`src/rtl/if_fetch_unit.sv`:
```
// Instruction-fetch stage: owns the fetch PC, runs the req/ack handshake to
// instruction memory and presents one instruction per cycle to decode.
module if_fetch_unit #(
  parameter logic [31:0] RESET_PC = 32'h0000_0000
) (
  input  logic        clk,
  input  logic        rst,
  input  logic        cu_wpcir,
  input  logic        cu_branch,
  input  logic [31:0] ID_new_pc,
  output logic        imem_req,
  output logic [31:0] imem_addr,
  input  logic        imem_ack,
  input  logic [31:0] imem_rdata,
  output logic [31:0] if_inst,
  output logic [31:0] if_pc4,
  output logic [3:0]  IF_ins_type,
  output logic [3:0]  IF_ins_number
);

  typedef enum logic [1:0] {
    IDLE,
    FETCH,
    READY,
    DRAIN
  } state_t;

  state_t      state;
  state_t      state_nx;
  logic [31:0] fetch_pc;
  logic [31:0] fetch_pc_nx;
  logic [31:0] redir_pc;
  logic [31:0] redir_pc_nx;
  logic [31:0] buf_inst;
  logic [31:0] buf_inst_nx;
  logic [3:0]  seq;
  logic [3:0]  seq_nx;
  logic        valid;

  always_ff @(posedge clk or posedge rst) begin
    if (rst) begin
      state    <= IDLE;
      fetch_pc <= RESET_PC;
      redir_pc <= RESET_PC;
      buf_inst <= '0;
      seq      <= '0;
    end else begin
      state    <= state_nx;
      fetch_pc <= fetch_pc_nx;
      redir_pc <= redir_pc_nx;
      buf_inst <= buf_inst_nx;
      seq      <= seq_nx;
    end
  end

  always_comb begin
    state_nx    = state;
    fetch_pc_nx = fetch_pc;
    redir_pc_nx = redir_pc;
    buf_inst_nx = buf_inst;
    seq_nx      = seq;
    imem_req    = 1'b0;
    if_inst     = '0;
    valid       = 1'b0;
    case (state)
      IDLE: begin
        state_nx = FETCH;
      end
      FETCH: begin
        imem_req = 1'b1;
        if (imem_ack) begin
          // memory data bypasses straight to decode for zero-wait throughput
          if_inst = imem_rdata;
          valid   = 1'b1;
          if (cu_branch) begin
            fetch_pc_nx = ID_new_pc;
          end else if (!cu_wpcir) begin
            fetch_pc_nx = fetch_pc + 32'd4;
            seq_nx      = seq + 4'd1;
          end else begin
            buf_inst_nx = imem_rdata;
            state_nx    = READY;
          end
        end else if (cu_branch) begin
          redir_pc_nx = ID_new_pc;
          state_nx    = DRAIN;
        end
      end
      READY: begin
        if_inst = buf_inst;
        valid   = 1'b1;
        if (cu_branch) begin
          fetch_pc_nx = ID_new_pc;
          state_nx    = FETCH;
        end else if (!cu_wpcir) begin
          fetch_pc_nx = fetch_pc + 32'd4;
          seq_nx      = seq + 4'd1;
          state_nx    = FETCH;
        end
      end
      DRAIN: begin
        // the stale request must complete before the redirect target is fetched
        imem_req = 1'b1;
        if (imem_ack) begin
          fetch_pc_nx = cu_branch ? ID_new_pc : redir_pc;
          state_nx    = FETCH;
        end else if (cu_branch) begin
          redir_pc_nx = ID_new_pc;
        end
      end
      default: begin
        state_nx = IDLE;
      end
    endcase
  end

  assign imem_addr     = fetch_pc;
  assign if_pc4        = fetch_pc + 32'd4;
  assign IF_ins_number = valid ? seq : 4'd0;

  always_comb begin
    IF_ins_type = 4'd0;
    if (if_inst != 32'd0) begin
      case (if_inst[31:26])
        6'h00:        IF_ins_type = 4'd1;
        6'h23:        IF_ins_type = 4'd2;
        6'h2B:        IF_ins_type = 4'd3;
        6'h04, 6'h05: IF_ins_type = 4'd4;
        6'h02, 6'h03: IF_ins_type = 4'd5;
        default:      IF_ins_type = 4'd6;
      endcase
    end
  end

endmodule

```
`config.mk`:
```
export PLATFORM = sky130hd
export DESIGN_NAME = if_fetch_unit
export DESIGN_NICKNAME = d
export VERILOG_FILES = /design/src/rtl/if_fetch_unit.sv
export SDC_FILE = /design/constraint.sdc
export NUM_CORES = 1
export LEC_CHECK = 0
export ABC_AREA = 1
export BUFFER_PORTS_ARGS = -buffer_cell sky130_fd_sc_hd__buf_4
export CORE_ASPECT_RATIO = 2
export CORE_MARGIN = 2
export CORE_UTILIZATION = 40
export CTS_CLUSTER_SIZE = 14
export DETAILED_ROUTE_END_ITERATION = 6
export GPL_TIMING_DRIVEN = 0
export MAX_ROUTING_LAYER = met4
export PLACE_DENSITY = 0.66
export SYNTH_ARGS = -nofsm -noshare
export SYNTH_HDL_FRONTEND = slang
export SYNTH_SLANG_ARGS = --single-unit
```
`constraint.sdc`:
```
create_clock -name clk -period 3.6 [get_ports clk]
set_clock_uncertainty 0.2 [all_clocks]
set_input_delay 0.72 -clock clk [delete_from_list [all_inputs] [get_ports clk]]
set_output_delay 0.72 -clock clk [all_outputs]
set_load 0.01 [all_outputs]
```
==> impl_metrics.yaml <==
status:
  outcome: "completed"
drt:
  drt_iter0_drc: 410
  wirelength_mm: 20.4
  dr.pass1.iters: 5
  drc: 0
  wl_per_cell_microns: 15.1
  vias: 6792
  viasPerCell: 5.03
  ant_nets: 0
global_routing:
  grt_max_degree: 67
  grt_pass1_vias: 6546
  grtUsageTotal: 0.247
  overflow: 0
  antenna_found_initial: 0
  grt_pass1_wl_mm: 32.9
pwr:
  switching_power_mw: 3.36
  share_seq_of_total_power: 0.292
  p_clk_frac: 0.136
  intPower_mw: 3.96
  p_sw_frac: 0.459
  combPwrFrac: 0.572
  vdd_drop_max_uv: 360
  power.density_nw_per_um2: 874
  total_power_mw: 7.32
  leakagePower_nw: 4.66
placement:
  port_buffers: 170
  pre_cts_ws_ps: 581
  place_hpwl_mm: 15.5
  place.gp.congestion: 0.879
synth:
  syn_area_per_cell_sq_um: 6.80
  synthesis.nets: 1035
  netlist.top_cell.by_area: "dfrtp_1"
  synth_common_cells: "nand2_1, inv_1, dfrtp_1, o21ai_0, nor2_1"
  syn-instance-count: 960
  synth_edf_count: 0
  synth_top_area_share: 0.391
  synth-async-reset-ratio: 1.00
  synth-seq-area-share: 0.391
  yosysWarnings: 0
  yosysMostFrequentCell: "nand2_1"
  synthTopCellsByArea: "dfrtp_1, nand2_1, o21ai_0"
  ys.flop_type: "dfrtp_1"
  synth.distinct_cells: 44
  ys_ff_latch: 102
  syn-cell-area_sq_um: 6520
clock_tree:
  clk_path_buf_depth: 2
  htree_num_levels: 3
  clkSinkCount: 102
  cts-root-buf: "clkbuf_16"
  clk_pin_slew_ps: 70
  clock_latency_ps: 350
  cts_tree: "done"
  cts_buffers: 9
layout:
  nets: 1217
  n_antenna_cell: 0
  drive_above_1_share: 0.220
  fillCellCount: 1612
  area_delta_synth_final_pct: 28.4
floorplan:
  die_y_microns: 185
  die_area_sq_um: 17400
  rows: 66
  pin_count: 174
  start_util: 0.405
  core_sq_um: 16100
  fp.dieW_microns: 94.3
critical_path:
  crit_path_cell_trace: "inv_1 > ha_1 > buf_2 > buf_1 > o21ai_0 > nand2_1 > nor2_1 > nand2_1 > nor2_1 > a21oi_1 > buf_4"
  worstSetupPathType: "reg2out"
  end_kind: "primary output"
  critPathLaunchType: "register"
  crit_arrival_ps: 2500
  cp.required_ps: 2680
  cpLargestDelayFamily: "buffers and inverters"
  cp_slowest_stage_delay_ps: 420
  cp_num_buf_inv: 4
  slowest_stage: "buf_1"
  worstPathMaxFanout: 10
timing:
  tightestPinTransition_ps: 717
  relSlewSlack: 0.522
  fin_crit_sh: 0.950
  fin_hold_ws_ps: 217
  setup_viol: 0
  postLayoutSetupSlackWorst_ps: 181
  rsz0062_at_grt: "false"
  finalHoldViolCount: 0
  min_period_ps: 3420
  max_freq_ghz: 0.292
  drv_slew: 0
hold_path:
  hp-class: "in2async"
flow_run:
  maxCapViolCount: 0
[placed cells by master, fill, tap and decap left out, drive strengths merged, types with 2 or more instances in the layout]
cell,count
nand2,358
nor3,3
nand4,2
inv,118
nor2,88
xor2,17
o21ai,95
or2,8
o31ai,11
mux2,2
ha,6
clkbuf,25
nand3,47
a211oi,5
a31oi,6
a21boi,21
dfrtp,102
a21oi,9
a22oi,3
clkinv,4
buf,205
[flip-flops by register name (all words and copies together), names as in the netlist]
name	count
buf_inst	32
imem_addr	32
redir_pc	32
seq	4
state	2
[layer usage]
metal	vias up	GRT usage	share of wire
li1	3351	-	-
met1	3196	0.337	0.45
met2	223	0.393	0.49
met3	22	0.0270	0.050
met4	0	0.0603	0.017
met5	-	-	0
[cells by family (layout without fill, tap and decap cells)]
group / count (synthesis) / in the layout / share of synthesized area
muxes: 2 / 2 / 0.00345
buffers and inverters: 168 / 354 / 0.106
and+or+nand+nor: 508 / 508 / 0.322
adders and majority gates: 6 / 6 / 0.0115
AOI/OAI and AO/OA: 155 / 155 / 0.138
DFF: 102 / 102 / 0.391
other: 1 / 1 / 0.000575
xor gates and xnor gates: 18 / 18 / 0.0265
[final timing paths]
| kind | startpoint | to | slack [ps] | cells past startpoint |
|---|---|---|---|---|
| hold reg to reg | seq[2] | seq[2] | 260 | 1 |
| max in group asynchronous | rst | imem_addr[16] | 2270 | 3 |
| setup reg to reg | state[1] | redir_pc[27] | 1370 | 7 |
| hold / removal | rst | buf_inst[16] | 220 | 2 |
| min in group clk | seq[2] | seq[2] | 260 | 1 |
| setup / recovery | state[0] | IF_ins_type[0] | 180 | 11 |
[layout make-up]
class	instances	area (sq um)	share of cell area
Sequential cell	102	2550	0.305
Tap cell	204	255	0.0305
Multi-Input combinational cell	690	3280	0.391
Timing Repair Buffer	171	1300	0.156
Clock buffer	11	243	0.0290
Buffer	48	243	0.0290
Inverter	120	453	0.0541
Clock inverter	4	47.5	0.00568
[metrics by stage]
step	setup TNS, ps	cell area, sq um	instances	utilization
floorplan	0	6520	960	-
global placement	-155410	8060	1334	0.500
detailed placement	0	8090	1335	0.502
CTS	0	8380	1350	0.520
global route	0	8380	1350	0.520
finish	0	8380	1350	0.520
[power by group through the flow]
stage	Combinational (mW)	Sequential (mW)	Clock, mW
detailed placement	4.19	2.15	0
global placement	4.11	2.13	0
floorplan	2.48	2.12	0
global route	4.71	2.21	1.05
finish	4.19	2.14	0.995
CTS	4.21	2.13	1.01
[what timing repair did]
| item | CTS | global route |
|---|---|---|
| hold buffers | 0 | 0 |
| resized for setup | 0 | 1 |
| endpoints found under the hold margin | 0 | 0 |
| setup endpoints to repair | 0 | 1 |
| setup buffers | 0 | 0 |
No activity file was read; power rests on OpenSTA's default activity.
